**src/rtl/frog_move_ctrl_pkg.sv**
```systemverilog
// Shared types for the frog movement controller: FSM state encoding,
// button/direction index constants and the direction priority encoder.
package frog_move_ctrl_pkg;

    localparam int unsigned SW_W  = 4;
    localparam int unsigned DIR_W = 2;

    typedef enum logic [1:0] {
        ST_IDLE   = 2'd0,
        ST_DELAY  = 2'd1,
        ST_REPEAT = 2'd2,
        ST_LOCK   = 2'd3
    } state_e;

    localparam logic [DIR_W-1:0] DIR_UP    = 2'd0;
    localparam logic [DIR_W-1:0] DIR_DOWN  = 2'd1;
    localparam logic [DIR_W-1:0] DIR_LEFT  = 2'd2;
    localparam logic [DIR_W-1:0] DIR_RIGHT = 2'd3;

    localparam logic [SW_W-1:0] SW_NONE = 4'b0000;
    localparam logic [SW_W-1:0] SW_ALL  = 4'b1111;

    // Highest-priority pressed direction: Up > Down > Left > Right.
    function automatic logic [DIR_W-1:0] prio_dir(input logic [SW_W-1:0] sw);
        if (sw[DIR_UP])
            return DIR_UP;
        else if (sw[DIR_DOWN])
            return DIR_DOWN;
        else if (sw[DIR_LEFT])
            return DIR_LEFT;
        else
            return DIR_RIGHT;
    endfunction

endpackage

```
**src/rtl/frog_move_ctrl_repeat_timer.sv**
```systemverilog
// Auto-repeat counter with terminal-count compare; the limit is the initial
// hold delay or the repeat period depending on sel_period.
module repeat_timer #(
    parameter int unsigned DELAY_LEN  = 10,
    parameter int unsigned PERIOD_LEN = 4,
    parameter int unsigned CNT_W      = 4
) (
    input  logic clk,
    input  logic rst,
    input  logic clr,
    input  logic sel_period,
    output logic tc_c
);

    logic [CNT_W-1:0] count_q;
    logic [CNT_W-1:0] count_d;

    always_comb begin
        count_d = clr ? '0 : count_q + CNT_W'(1);
    end

    always_ff @(posedge clk) begin
        if (rst)
            count_q <= '0;
        else
            count_q <= count_d;
    end

    assign tc_c = (count_q == (sel_period ? CNT_W'(PERIOD_LEN - 1)
                                          : CNT_W'(DELAY_LEN - 1)));

endmodule

```
**src/rtl/frog_move_ctrl.sv**
```systemverilog
// Button-to-move pulse controller with start detection and hold-to-repeat.
// Auto-repeat (DELAY/REPEAT states + repeat_timer) is built only when
// FROG_MOVE_AUTOREPEAT_EN is defined; otherwise each press gives one pulse.
module frog_move_ctrl
    import frog_move_ctrl_pkg::*;
#(
    parameter int unsigned REPEAT_DELAY  = 12_500_000,
    parameter int unsigned REPEAT_PERIOD = 5_000_000
) (
    input  logic       i_Clk,
    input  logic       i_Reset,
    input  logic [3:0] i_Switches,
    output logic       o_Up_Mvt,
    output logic       o_Down_Mvt,
    output logic       o_Left_Mvt,
    output logic       o_Right_Mvt,
    output logic       o_Game_Start,
    output logic       o_Busy
);

    if (REPEAT_DELAY < 2 || REPEAT_PERIOD < 2) begin : g_param_check
        $error("frog_move_ctrl: REPEAT_DELAY and REPEAT_PERIOD must both be >= 2");
    end

    state_e             state_q, state_d;
    logic [DIR_W-1:0]   dir_q, dir_d;
    logic [SW_W-1:0]    mvt_q, mvt_d;
    logic               start_q, start_d;
    logic               busy_q, busy_d;
    logic [DIR_W-1:0]   press_dir_c;

    assign press_dir_c = prio_dir(i_Switches);

`ifdef FROG_MOVE_AUTOREPEAT_EN
    localparam int unsigned CNT_MAX = (REPEAT_DELAY > REPEAT_PERIOD) ? REPEAT_DELAY
                                                                     : REPEAT_PERIOD;
    localparam int unsigned CNT_W   = $clog2(CNT_MAX);

    logic cnt_clr_c;
    logic tm_tc_c;
    logic latched_held_c;

    assign latched_held_c = i_Switches[dir_q];

    repeat_timer #(
        .DELAY_LEN  (REPEAT_DELAY),
        .PERIOD_LEN (REPEAT_PERIOD),
        .CNT_W      (CNT_W)
    ) u_repeat_timer (
        .clk        (i_Clk),
        .rst        (i_Reset),
        .clr        (cnt_clr_c),
        .sel_period (state_q == ST_REPEAT),
        .tc_c       (tm_tc_c)
    );
`endif

    always_ff @(posedge i_Clk) begin
        if (i_Reset) begin
            state_q <= ST_IDLE;
            dir_q   <= DIR_UP;
            mvt_q   <= '0;
            start_q <= 1'b0;
            busy_q  <= 1'b0;
        end else begin
            state_q <= state_d;
            dir_q   <= dir_d;
            mvt_q   <= mvt_d;
            start_q <= start_d;
            busy_q  <= busy_d;
        end
    end

    // Next state and next pulse values; at most one pulse bit is set per cycle.
    always_comb begin
        state_d = state_q;
        dir_d   = dir_q;
        mvt_d   = '0;
        start_d = 1'b0;
`ifdef FROG_MOVE_AUTOREPEAT_EN
        cnt_clr_c = 1'b1;
`endif
        case (state_q)
            ST_IDLE: begin
                if (i_Switches == SW_ALL) begin
                    start_d = 1'b1;
                    state_d = ST_LOCK;
                end else if (i_Switches != SW_NONE) begin
                    dir_d              = press_dir_c;
                    mvt_d[press_dir_c] = 1'b1;
`ifdef FROG_MOVE_AUTOREPEAT_EN
                    state_d = ST_DELAY;
`else
                    state_d = ST_LOCK;
`endif
                end
            end
`ifdef FROG_MOVE_AUTOREPEAT_EN
            ST_DELAY, ST_REPEAT: begin
                cnt_clr_c = 1'b0;
                if (i_Switches == SW_ALL) begin
                    start_d   = 1'b1;
                    state_d   = ST_LOCK;
                    cnt_clr_c = 1'b1;
                end else if (!latched_held_c) begin
                    state_d   = (i_Switches == SW_NONE) ? ST_IDLE : ST_LOCK;
                    cnt_clr_c = 1'b1;
                end else if (tm_tc_c) begin
                    mvt_d[dir_q] = 1'b1;
                    state_d      = ST_REPEAT;
                    cnt_clr_c    = 1'b1;
                end
            end
`endif
            ST_LOCK: begin
                if (i_Switches == SW_NONE)
                    state_d = ST_IDLE;
            end
            default: begin
                state_d = ST_IDLE;
            end
        endcase
        busy_d = (state_d != ST_IDLE);
    end

    assign o_Up_Mvt     = mvt_q[DIR_UP];
    assign o_Down_Mvt   = mvt_q[DIR_DOWN];
    assign o_Left_Mvt   = mvt_q[DIR_LEFT];
    assign o_Right_Mvt  = mvt_q[DIR_RIGHT];
    assign o_Game_Start = start_q;
    assign o_Busy       = busy_q;

endmodule

```
**config.mk**
```make
export PLATFORM = sky130hd
export DESIGN_NAME = frog_move_ctrl
export DESIGN_NICKNAME = d
export VERILOG_FILES = /design/src/rtl/frog_move_ctrl_pkg.sv /design/src/rtl/frog_move_ctrl_repeat_timer.sv /design/src/rtl/frog_move_ctrl.sv
export SDC_FILE = /design/constraint.sdc
export NUM_CORES = 1
export LEC_CHECK = 0
export CAP_MARGIN = 20
export CELL_PAD_IN_SITES_DETAIL_PLACEMENT = 1
export CELL_PAD_IN_SITES_GLOBAL_PLACEMENT = 1
export CORE_AREA = 4 4 41 43
export CTS_CLUSTER_SIZE = 16
export DETAILED_ROUTE_END_ITERATION = 8
export DIE_AREA = 0 0 45 47
export GPL_ROUTABILITY_DRIVEN = 0
export PLACE_DENSITY = 0.73
export SETUP_SLACK_MARGIN = 0.05
export SYNTH_ARGS = -nofsm -noshare
export SYNTH_HDL_FRONTEND = slang
export SYNTH_SLANG_ARGS = --single-unit
```
**constraint.sdc**
```tcl
create_clock -name i_Clk -period 1.4 [get_ports i_Clk]
set_input_delay 0.35 -clock i_Clk [delete_from_list [all_inputs] [get_ports i_Clk]]
set_output_delay 0.35 -clock i_Clk [all_outputs]
set_load 0.03 [all_outputs]
```
Yosys cells after proc, flatten, opt, wreduce, memory -nomap -nowiden

Index checks and enable logic that the tools add are counted.

Eq/ne operators: 2
Reduce and logical (&&, ||, !) cells: 7
Magnitude comparators: 2
Bitwise gates (word level): 2
Multiplexer cells: 10

Operators by type and width:

| kind                 | count |
|---|---|
| $mux W2              | 5 |
| $eq A4 B4 Y1 const B | 1 |
| $logic_not A4 Y1     | 1 |
| $pmux W2 S2          | 1 |
| $reduce_bool A4 Y1   | 1 |
| $reduce_or A4 Y1     | 1 |
| $lt A2 B3 Y1 const B | 1 |
| $mux W1              | 3 |
| $demux W1 S2         | 1 |
| $eq A2 B2 Y1 const B | 1 |
| $ge A2 B1 Y1 const B | 1 |
| $logic_not A2 Y1     | 1 |
| $not A1 Y1           | 2 |
| $reduce_bool A2 Y1   | 1 |
| $reduce_or A2 Y1     | 1 |
| $logic_and A1 B1 Y1  | 1 |

Flip-flop bits (word level): 8
Output and inout port bits: 6
Logic and storage cells: 27

Depth between registers and ports, before layout

Gate-level depths: netlist of run 1.

Depth in word-level cells: 7
Depth in mapped cells: 5
Mapped depth without buffers: 5

Least setup slack after synthesis of run 1

Ideal clock, no wire load.

Path kind: reg2reg
From: register state_q[0]
To: register mvt_q[3]
Required time: 1.282 ns
Cell stages (with the launch flop): 5
Arrival: 1.073 ns
Path slack: 0.208 ns
Cell sequence: dfxtp_1 -> inv_1 -> ha_1 -> and2b_1 -> and4b_2

Cells in the longest elaborated chain, start to end: 3

Ends and longest elaborated chain:

| item                       | RTL line             | text |
|---|---|---|
| start: declaration         | frog_move_ctrl.sv:25 | `state_e state_q, state_d;` |
| start signal: assignment   | frog_move_ctrl.sv:66 | `state_q <= state_d;` |
| $logic_not A2 Y1           | --                   |  |
| $not A1 Y1 (no line)       | --                   |  |
| $reduce_or A4 Y1 (no line) | --                   |  |
| end signal: assignment     | frog_move_ctrl.sv:68 | `mvt_q <= mvt_d;` |
| end: declaration           | frog_move_ctrl.sv:27 | `logic [SW_W-1:0] mvt_q, mvt_d;` |

Every way passes these cells.
A chain may end at the register's enable or synchronous reset.

Final worst setup path of run 1

From: register busy_q, in the netlist o_Busy
To: output o_Busy

RTL lines:

| item                     | RTL line             | text |
|---|---|---|
| start: declaration       | frog_move_ctrl.sv:29 | `logic busy_q, busy_d;` |
| start signal: assignment | frog_move_ctrl.sv:70 | `busy_q <= busy_d;` |
| end: declaration         | frog_move_ctrl.sv:18 | `output logic o_Busy` |

No word-level cell between the ends.

==> impl_metrics.py, run 1 <==
metrics = {
    "grt": {
        "overflow": 0,
        "grt_pass1_vias": 284,
        "grt_pass1_wl_um": 1220,
        "grt_max_degree": 8,
        "grt_usage_pct": 8.48,
        "antenna_found_initial": 0,
    },
    "worst_setup_path": {
        "criticalPathCategory": "reg -> out",
        "critPathTopFamily": "buffers and inverters",
        "start_kind": "flop",
        "endpoint_kind": "primary output",
        "r2r_start": "state_q[0]",
        "cp_cell_sequence": "dlygate4sd2_1",
        "path_buf_inv": 1,
        "rr_worst_depth": 4,
        "cp-startpoint": "o_Busy",
        "r2r_end": "mvt_q[3]",
        "cp.arrival_ps": 940,
        "crit_fanout": 1,
        "critPathRequiredTime_ps": 1050,
        "slowest_delay_ps": 390,
        "rrSetupSlack_ps": 180,
        "slowest_stage": "dlygate4sd2_1",
    },
    "die": {
        "ios": 12,
        "die_h_um": 47,
        "chipWidth_um": 45,
        "dieArea_um2": 2120,
        "core_area_um2": 1300,
        "rows": 13,
        "initial_core_util_pct": 25.2,
    },
    "timing": {
        "fmax_ghz": 0.773,
        "worst_pin_slew_ps": 297,
        "setup_tns_ps": 0,
        "relSlewSlack_pct": 80.1,
        "drv_slew": 0,
        "fin_crit_ps": 1290,
        "grt_setup_unrepaired": "false",
        "fin_crit_sh_pct": 92.4,
        "setup_viol_count_final": 0,
        "fin_worst_skew_ps": 0.329,
        "hold_viol": 0,
    },
    "clock_network": {
        "path_clk_slew_ps": 50,
        "clkLatencyLatePin_ps": 250,
        "cts_buffers": 3,
        "cts_setup_buffers": 0,
        "cts_max_path_buffers": 2,
        "htree_levels": 1,
        "clock_sinks": 8,
        "cts_tree": "built",
        "clock-root-buffer": "clkbuf_4",
        "postCtsHoldBufs": 0,
    },
    "pwr": {
        "p_total_uw": 900,
        "p_leak_nw": 0.256,
        "power_density_nw_per_um2": 1720,
        "max-vdd-ir-drop_v": 0.000663,
    },
    "synth": {
        "ys_seq_area_share_pct": 48.9,
        "synth_area_per_cell_um2": 10.2,
        "synthFlopType": "dfxtp_1",
        "yosys.area_share.adder_pct": 7.63,
        "netlist_instances": 32,
        "syn_area_um2": 328,
        "synth-async-reset-ratio_pct": 0,
        "synthSimpleGateAreaFrac_pct": 24.4,
        "synth_seq_cells": 8,
        "synth_top_family_by_area": "simple AND/OR/NAND/NOR gates",
        "synth_cell_types": 19,
        "synth_edf_count": 0,
        "synth_mux_area_share_pct": 0,
        "synth_warnings": 0,
        "synthXorXnorAreaFrac_pct": 0,
        "syn-num-nets": 40,
        "synth_compound_area_share_pct": 16.8,
    },
    "routing": {
        "dr.first_iter.drc_count": 3,
        "finalWirelength_um": 734,
        "post_drt_wl_per_cell_um": 10.8,
        "num_vias": 307,
        "viasPerCell": 4.51,
        "first_pass_iters": 2,
        "postRouteAntennaNets": 0,
        "remaining_drc_errors": 0,
    },
    "run": {
        "max_cap_violations": 0,
    },
    "hold_path": {
        "holdPathStages": 3,
        "hold_end": "o_Busy",
        "hold_path_startpoint": "state_q[1]",
        "hold_class": "reg -> reg",
    },
    "placement": {
        "dpl_cell_area_um2": 509,
        "dp_hpwl_um": 648,
        "placedCellCount": 65,
        "port-buffer-count": 11,
    },
    "final_layout": {
        "area_growth_pct": 59.9,
        "layout_common_cells": "8 x dfxtp_1, 7 x buf_4, 6 x dlygate4sd2_1",
        "final_common_cell": "dfxtp_1",
        "n_antenna_cell": 0,
        "final_util_pct": 40.3,
        "fin_cells": 68,
        "final_nets": 63,
        "fin_area_um2": 524,
        "drive_gt1_share_pct": 24.5,
    },
    "outcome": {
        "status": "finished clean",
    },
}
[tightest hold or removal path, delay by kind of cell (launching register included)]
kind | cells | cell delay, ps
DFF | 1 | 300
adders and majority gates | 1 | 160
buffers and inverters | 1 | 50
AOI/OAI and AO/OA | 1 | 60
[final cells by class]
| type | count | area [um^2] |
|---|---|---|
| fill | 167 | 777 |
| timing repair buffer | 18 | 155 |
| clock buffer | 3 | 22.5 |
| inverter | 2 | 7.51 |
| multi-input combinational | 22 | 160 |
| tap | 15 | 18.8 |
| sequential | 8 | 160 |
[state kept, by name (all words and copies together), names as in the netlist]
name	flops
mvt_q	4
state_q	2
o_Busy	1
o_Game_Start	1
[cells by family (layout without fill, tap and decap cells)]
| kind of cell | Yosys count | count (layout) |
|---|---|---|
| buffers and inverters | 2 | 23 |
| AOI/OAI and AO/OA | 8 | 8 |
| DFF | 8 | 8 |
| and+or+nand+nor | 12 | 12 |
| adders and majority gates | 2 | 2 |
[cell usage after synthesis, types with 2 or more instances]
library cell	count	area share [%]
a21oi_1	2	3.1
a2bb2oi_1	2	5.3
dfxtp_1	8	49
ha_1	2	7.6
inv_1	2	2.3
nor2_1	2	2.3
nor3_1	2	3.1
[worst max-delay path by stage]
stage	to	slack, ps	depth (start not counted)
final	o_Busy	110	1
after global routing	o_Right_Mvt	50	1
after CTS	o_Busy	80	1
after detailed placement	state_q[0]	-150	4
after global placement	state_q[1]	-120	4
after floorplan	mvt_q[3]	210	4
[power breakdown]
| group | switching, mW | leakage (nW) | internal, mW |
|---|---|---|---|
| logic | 0.234 | 0.177 | 0.194 |
| clock network | 0.0752 | 0.0138 | 0.0979 |
| registers | 0.0186 | 0.0656 | 0.281 |
[per-stage QoR]
stage               setup WS, ps  hold WS, ps
floorplan                    208          423
global placement            -122          601
detailed placement          -152          621
CTS                         81.0          629
global route                53.7          684
finish                       106          622
[repair_timing]
| item | 4_1_cts | 5_1_grt |
|---|---|---|
| endpoints found under the setup margin | 6 | 0 |
| hold endpoints to repair | 0 | 0 |
| resized for setup | 6 | 0 |
[layer usage]
metal  vias to the layer above  share of wire [%]  global-route usage (%)
met4                         0                4.0                    8.77
met5                         -                  0                       0
met3                         3                3.5                    1.15
li1                        159                  -                       -
met1                       137                 44                    10.3
met2                         8                 48                    12.4
No activity file was read; power rests on OpenSTA's default activity.
==> run 2, diff against run 1 <==
ABC_AREA = 0   (was unset)
==> results of run 2 <==
No change in the layout: final DEF, timing and power equal those of run 1.
